`src/rtl/csr_bus_arbiter.sv`:
```
// Round-robin arbiter sharing one CSR memory port between NREQ requesters.
// Each access takes a fixed three-cycle sequence: accept, CSR access, response.
module csr_bus_arbiter #(
  parameter int unsigned NREQ       = 2,
  parameter int unsigned ADDR_WIDTH = 16,
  parameter int unsigned DATA_WIDTH = 32,
  parameter int unsigned STRB_WIDTH = 4
) (
  input  logic                           clk,
  input  logic                           rstn,
  input  logic [NREQ-1:0]                req_valid,
  output logic [NREQ-1:0]                req_ready,
  input  logic [NREQ-1:0]                req_wen,
  input  logic [NREQ*ADDR_WIDTH-1:0]     req_addr,
  input  logic [NREQ*STRB_WIDTH-1:0]     req_strb,
  input  logic [NREQ*DATA_WIDTH-1:0]     req_wdata,
  output logic [NREQ-1:0]                rsp_valid,
  output logic [DATA_WIDTH-1:0]          rsp_rdata,
  output logic                           cs,
  output logic                           wen,
  output logic [ADDR_WIDTH-1:0]          addr,
  output logic [STRB_WIDTH-1:0]          strb,
  output logic [DATA_WIDTH-1:0]          wdata,
  input  logic [DATA_WIDTH-1:0]          rdata,
  output logic                           busy
);

  localparam int unsigned IDXW = $clog2(NREQ);

  typedef enum logic [1:0] {
    IDLE   = 2'd0,
    ACCESS = 2'd1,
    RESP   = 2'd2
  } state_t;

  state_t                  state;
  state_t                  state_d;
  logic [IDXW-1:0]         last_grant;
  logic [IDXW-1:0]         gnt_idx;
  logic [IDXW-1:0]         winner;
  logic                    found;
  logic                    sel_wen;
  logic [ADDR_WIDTH-1:0]   sel_addr;
  logic [STRB_WIDTH-1:0]   sel_strb;
  logic [DATA_WIDTH-1:0]   sel_wdata;

  // Rotating priority: indices above last_grant first, then wrap to the low indices.
  always_comb begin
    found  = 1'b0;
    winner = '0;
    for (int unsigned i = 0; i < NREQ; i++) begin
      if (!found && req_valid[i] && (IDXW'(i) > last_grant)) begin
        found  = 1'b1;
        winner = IDXW'(i);
      end
    end
    for (int unsigned i = 0; i < NREQ; i++) begin
      if (!found && req_valid[i] && (IDXW'(i) <= last_grant)) begin
        found  = 1'b1;
        winner = IDXW'(i);
      end
    end
  end

  // Payload of the winning requester.
  always_comb begin
    sel_wen   = 1'b0;
    sel_addr  = '0;
    sel_strb  = '0;
    sel_wdata = '0;
    for (int unsigned i = 0; i < NREQ; i++) begin
      if (found && (winner == IDXW'(i))) begin
        sel_wen   = req_wen[i];
        sel_addr  = req_addr[i*ADDR_WIDTH +: ADDR_WIDTH];
        sel_strb  = req_strb[i*STRB_WIDTH +: STRB_WIDTH];
        sel_wdata = req_wdata[i*DATA_WIDTH +: DATA_WIDTH];
      end
    end
  end

  // Accept is combinational so the requester sees it in the arbitration cycle.
  always_comb begin
    req_ready = '0;
    if (rstn && (state == IDLE) && found) begin
      req_ready = NREQ'(1) << winner;
    end
  end

  always_ff @(posedge clk or negedge rstn) begin
    if (!rstn) begin
      state <= IDLE;
    end else begin
      state <= state_d;
    end
  end

  always_comb begin
    state_d = state;
    case (state)
      IDLE:    if (found) state_d = ACCESS;
      ACCESS:  state_d = RESP;
      RESP:    state_d = IDLE;
      default: state_d = IDLE;
    endcase
  end

  // CSR port and response registers; addr/strb/wdata hold between accesses.
  always_ff @(posedge clk or negedge rstn) begin
    if (!rstn) begin
      cs         <= 1'b0;
      wen        <= 1'b0;
      addr       <= '0;
      strb       <= '0;
      wdata      <= '0;
      rsp_valid  <= '0;
      rsp_rdata  <= '0;
      busy       <= 1'b0;
      gnt_idx    <= '0;
      last_grant <= IDXW'(NREQ - 1);
    end else begin
      case (state)
        IDLE: begin
          if (found) begin
            cs         <= 1'b1;
            wen        <= sel_wen;
            addr       <= sel_addr;
            strb       <= sel_strb;
            wdata      <= sel_wdata;
            gnt_idx    <= winner;
            last_grant <= winner;
            busy       <= 1'b1;
          end else begin
            cs  <= 1'b0;
            wen <= 1'b0;
          end
        end
        ACCESS: begin
          rsp_rdata <= wen ? DATA_WIDTH'(0) : rdata;
          cs        <= 1'b0;
          wen       <= 1'b0;
          rsp_valid <= NREQ'(1) << gnt_idx;
        end
        RESP: begin
          rsp_valid <= '0;
          busy      <= 1'b0;
        end
        default: begin
          cs        <= 1'b0;
          wen       <= 1'b0;
          rsp_valid <= '0;
          busy      <= 1'b0;
        end
      endcase
    end
  end

endmodule

```
`config.mk`:
```
export PLATFORM = sky130hd
export DESIGN_NAME = csr_bus_arbiter
export DESIGN_NICKNAME = d
export VERILOG_FILES = /design/src/rtl/csr_bus_arbiter.sv
export SDC_FILE = /design/constraint.sdc
export NUM_CORES = 1
export LEC_CHECK = 0
export CAP_MARGIN = 20
export CORE_UTILIZATION = 41
export CTS_CLUSTER_DIAMETER = 40
export DETAILED_ROUTE_END_ITERATION = 12
export PLACE_DENSITY = 0.85
export SYNTH_ARGS = -nofsm -noshare
export SYNTH_HDL_FRONTEND = slang
export SYNTH_SLANG_ARGS = --single-unit
```
`constraint.sdc`:
```
create_clock -name clk -period 2.6 [get_ports clk]
set_input_delay 0.52 -clock clk [delete_from_list [all_inputs] [get_ports clk]]
set_output_delay 0.52 -clock clk [all_outputs]
set_load 0.05 [all_outputs]
```
; Yosys cells after proc, flatten, opt, wreduce, memory -nomap -nowiden
; Cells that the tools add are included.
[word_totals]
out_inout_bits = 91
latchBits = 0
rom_bits = 0
mem_bits_rw = 0
memories = 0
ff_bits = 93
input_bits = 142
[classes]
mul = 0
addsub = 0
shifts = 2
reduce_logical = 17
div = 0
eq_ne = 3
mux = 26
n_lt_le_gt_ge = 4
bitwise_logic = 2
[ops]
columns = cell, count
row1 = 32-bit two-way mux, 3
row2 = 16-bit two-way mux, 2
row3 = 1-bit two-way mux, 12
row4 = 1-bit logical AND, 11
row5 = 4-bit two-way mux, 2
row6 = 2-bit case mux with 2 select lines, 2
row7 = 1-bit case mux with 2 select lines, 3
row8 = 2-bit two-way mux, 2
row9 = 2-bit AND reduction, 2
row10 = "1-bit by 1-bit << shifter with 2-bit output, first input constant", 2
row11 = 1-bit logical NOT, 3
row12 = "2-bit by 1-bit equality test with 1-bit output, second input constant", 1
row13 = "2-bit equality test, second input constant", 1
row14 = "1-bit > comparator, first input constant", 2
row15 = "1-bit <= comparator, first input constant", 2
row16 = 2-bit logical NOT, 1
row17 = "2-bit != test, second input constant", 1
row18 = 1-bit inverter, 2

; Longest topological paths before layout
[depth]
ltp_word = 21
mapped_depth = 7
depth_no_buf = 4

; Least setup slack after synthesis
; Ideal clock, no wire load.
[synth_path]
path_type = register to output
startpoint = reg state[0]
endpoint = out req_ready[0]
path_buffers = 3
stages_incl_launch_ff = 7
arrival_time_ns = 1.846
path_slack_ns = 0.234
path_cell_list = dfrtp_1 > nor2_1 > buf_2 > buf_2 > buf_2 > nand3_1 > nor2_1
[synth_between]
elab_chain_cells = 4
[synth_lines]
columns = item, line_no
row1 = start: declaration, 36  ; state_t state;
row2 = start signal: assignment, 93  ; state <= state_d;
row3 = 2-bit logical NOT, 84  ; if (rstn && (state == IDLE) && found) begin
row4 = 1-bit logical AND (2 in series), 84
row5 = 2-bit two-way mux, 84
row6 = end: declaration, 12  ; output logic [NREQ-1:0] req_ready,
; Every way passes these cells.

; Worst setup path after layout
[layout_path]
startpoint = in req_valid[1]
endpoint = out req_ready[1]
[layout_between]
elab_chain_cells = 13
word_cells_on_any_way = 17
[layout_lines]
columns = item, line_no
row1 = start: declaration, 11  ; input logic [NREQ-1:0] req_valid,
row2 = 1-bit logical AND (2 in series), 52  ; if (!found && req_valid[i] && (IDXW'(i) > last_grant)) begin
row3 = 1-bit two-way mux, 52
row4 = 1-bit logical NOT, 58  ; if (!found && req_valid[i] && (IDXW'(i) <= last_grant)) begin
row5 = 1-bit logical AND (2 in series), 58
row6 = 1-bit two-way mux, 58
row7 = 1-bit logical NOT, 58
row8 = 1-bit logical AND (2 in series), 58
row9 = 1-bit two-way mux, 58
row10 = 1-bit by 1-bit << shifter with 2-bit output or 1-bit logical AND (tied branches), "85, 84"
row11 = 2-bit two-way mux (*), 84
; Every way passes the cells marked *; elsewhere a longest branch is shown, timed or not.

==> flow_metrics.tcl <==
set metrics [dict create \
    rows 36 \
    powerDensity_nw_per_um2 1400 \
    drtIter0Drc 113 \
    synth_common_cells "92 x dfrtp_1, 46 x a21oi_1, 34 x nand2b_1" \
    fmax_mhz 448 \
    ys_warn_count 0 \
    cp-startpoint "req_valid[1]" \
    gr-total-overflow 0 \
    grt_pass1_wl_um 18300 \
    ir_drop_uv 697 \
    syn2layout_area_growth_pct 64.9 \
    yosys.area.top_type "dfrtp_1" \
    globalplace.congestion 0.785 \
    synth_cells 380 \
    synthesis.nets 522 \
    setup_tns_ns 0 \
    drive_gt1_share_pct 6.45 \
    critPathLaunchType "input port" \
    cp.required_ns 2.08 \
    io_buffer_count 232 \
    synth_top_area_share_pct 56.4 \
    ys_seq_elements 93 \
    synth_edf_count 0 \
    h-tree-depth 3 \
    start_util_pct 41.9 \
    clock-skew-final_ns 0.0139 \
    diodes 0 \
    period_minus_slack_ns 2.23 \
    avgRoutedWirePerCell_um 16.4 \
    p_leak_nw 2.89 \
    cap_violations 0 \
    drc_errors 0 \
    worst-setup-path-type "in -> out" \
    grt_pass1_vias 3835 \
    rsz0062_at_grt "false" \
    die_y_um 102 \
    fp.dieW_um 102 \
    synth_area_um2 4080 \
    cp.arrival_ns 1.71 \
    p_int_mw 4.75 \
    maxSlewHeadroom_pct 32.7 \
    maxSlewViolCount 0 \
    switching_power_mw 4.70 \
    finalHoldViolCount 0 \
    core_um2 9730 \
    fillers 745 \
    final_core_util_pct 69.1 \
    grt_usage_pct 23.2 \
    crit_path_end_kind "output port" \
    ys_types 25 \
    grt_max_degree 66 \
    clk_pin_slew_worst_paths_ns 0.08 \
    worst_pin_slew_ns 1.01 \
    final_cells 738 \
    dp_cells 721 \
    vias 3856 \
    status "finished, final reports clean" \
    yosysSeqAreaShare_pct 57.1 \
    regToRegStartpoint "last_grant$_DFFE_PN1P_" \
    antenna_found_initial 0 \
    hold_path.class "reg -> reg" \
    setup_viol 0 \
    cts_tree "done" \
    postSynthAreaPerCell_um2 10.7 \
    fp.dieArea_um2 10400 \
    crit_fanout 9 \
    p_seq_share_pct 27.5 \
    fin_crit_sh_pct 85.8 \
    first_pass_iters 4 \
    insertion_delay_ns 0.34 \
    detailed_place_hpwl_um 9030 \
    swShare_pct 49.7 \
    antenna_left 0 \
    pwr-share-clk_pct 10.8 \
    layout.nets 742 \
    yosysMostFrequentCell "dfrtp_1" \
    cts_root_buf "clkbuf_8" \
    via_per_inst 5.22 \
    cts_inserted_buffers 9 \
    io_pins 233 \
    holdCritStartpoint "rsp_rdata[27]$_DFFE_PN0N_" \
    yosys-top-cells-area "dfrtp_1 56%, a221o_1 7.4%, a21oi_1 5.6%, nand2b_1 5.2%, a32oi_1 4.9%" \
    async_reset_ff_share_pct 100 \
    clock_tree.buffer_depth 2 \
    cts.sinks 93 \
    power_frac_comb_pct 61.8 \
    wl_um 12100 \
    dominantRegCellSynth "dfrtp_1" \
]
routing by layer:
metal	part of all wire, %	wire, µm	track usage (%)	vias up
met2	50	6110	40.5	191
met3	8.5	1030	6.49	22
met1	39	4660	26.7	1813
met4	2.5	300	9.48	0
li1	-	-	-	1830
met5	0	0	0	-
cell usage in the layout (no fill, tap or decap), drive strengths merged, types with 2 or more instances in the layout:
cell type | Yosys | routed
and3 | 30 | 30
clkinv | 0 | 2
a221o | 30 | 30
mux2i | 2 | 2
a32oi | 23 | 23
clkbuf | 20 | 12
nand2b | 34 | 34
inv | 4 | 4
dfrtp | 92 | 92
a21o | 2 | 2
nand2 | 34 | 34
and3b | 2 | 2
nor2 | 4 | 4
a21oi | 46 | 46
o21ai | 33 | 33
buf | 18 | 17
clkdlybuf4s50 | 0 | 229
path summary, 6_finish.rpt:
check                                       endpoint  slack (ns)  depth (start not counted)
max in group asynchronous      wdata[20]$_DFFE_PN0P_        1.12                          3
min in group asynchronous        addr[0]$_DFFE_PN0P_        0.57                          2
max                                     req_ready[1]        0.37                          4
max reg2reg                    wdata[26]$_DFFE_PN0P_        0.77                          3
min reg2reg                rsp_rdata[27]$_DFFE_PN0N_        0.48                          2
min                        rsp_rdata[27]$_DFFE_PN0N_        0.48                          2
power by group through the flow:
stage / Clock (mW) / Sequential, mW / Combinational (mW)
final: 1.02 / 2.59 / 5.83
after global routing: 1.11 / 2.68 / 6.15
after detailed placement: 0 / 2.61 / 5.85
after CTS: 1.04 / 2.60 / 5.86
after global placement: 0 / 2.60 / 5.73
after floorplan: 0 / 4.87 / 1.56
critical path, cell delays in order:
cell	delay, ns
clkdlybuf4s50_1	0.49
a21boi_4	0.30
and3_1	0.25
buf_12	0.14
repair_timing:
item	in CTS	in global routing
gates resized for setup	0	0
buffers inserted	0	0
hold buffers	1	0
hold endpoints to repair	5	0
layout make-up:
type	count	area [µm²]	area share, %
Multi-Input combinational cell	245	1550	23.1
Clock inverter	4	55.1	0.819
Sequential cell	93	2330	34.6
Clock buffer	12	165	2.46
Inverter	4	15.0	0.223
Timing Repair Buffer	247	2440	36.3
Tap cell	133	166	2.47
flip-flops by register name, summed over array words and instances (netlist names):
| name | count |
|---|---|
| rsp_valid | 2 |
| cs | 1 |
| busy | 1 |
| rsp_rdata | 32 |
| addr | 16 |
| last_grant | 1 |
| gnt_idx | 1 |
| wen | 1 |
| wdata | 32 |
| strb | 4 |
| state | 2 |
logic make-up after synthesis:
group | count (synthesis) | synth area share, %
AOI/OAI and AO/OA | 135 | 22.5
buffers and inverters | 42 | 5.37
DFF | 93 | 57.1
muxes | 2 | 0.491
and+or+nand+nor | 108 | 14.5
stage by stage:
step,setup WS [ns],total power [mW],hold slack (ns),cell area (µm²)
global placement,0.321,8.33,0.361,6490
floorplan,0.234,6.43,0.224,4080
detailed placement,0.246,8.46,0.362,6490
finish,0.368,9.44,0.485,6730
global route,0.291,9.95,0.509,6730
CTS,0.354,9.49,0.489,6730
Power figures use the tool's default switching activity.
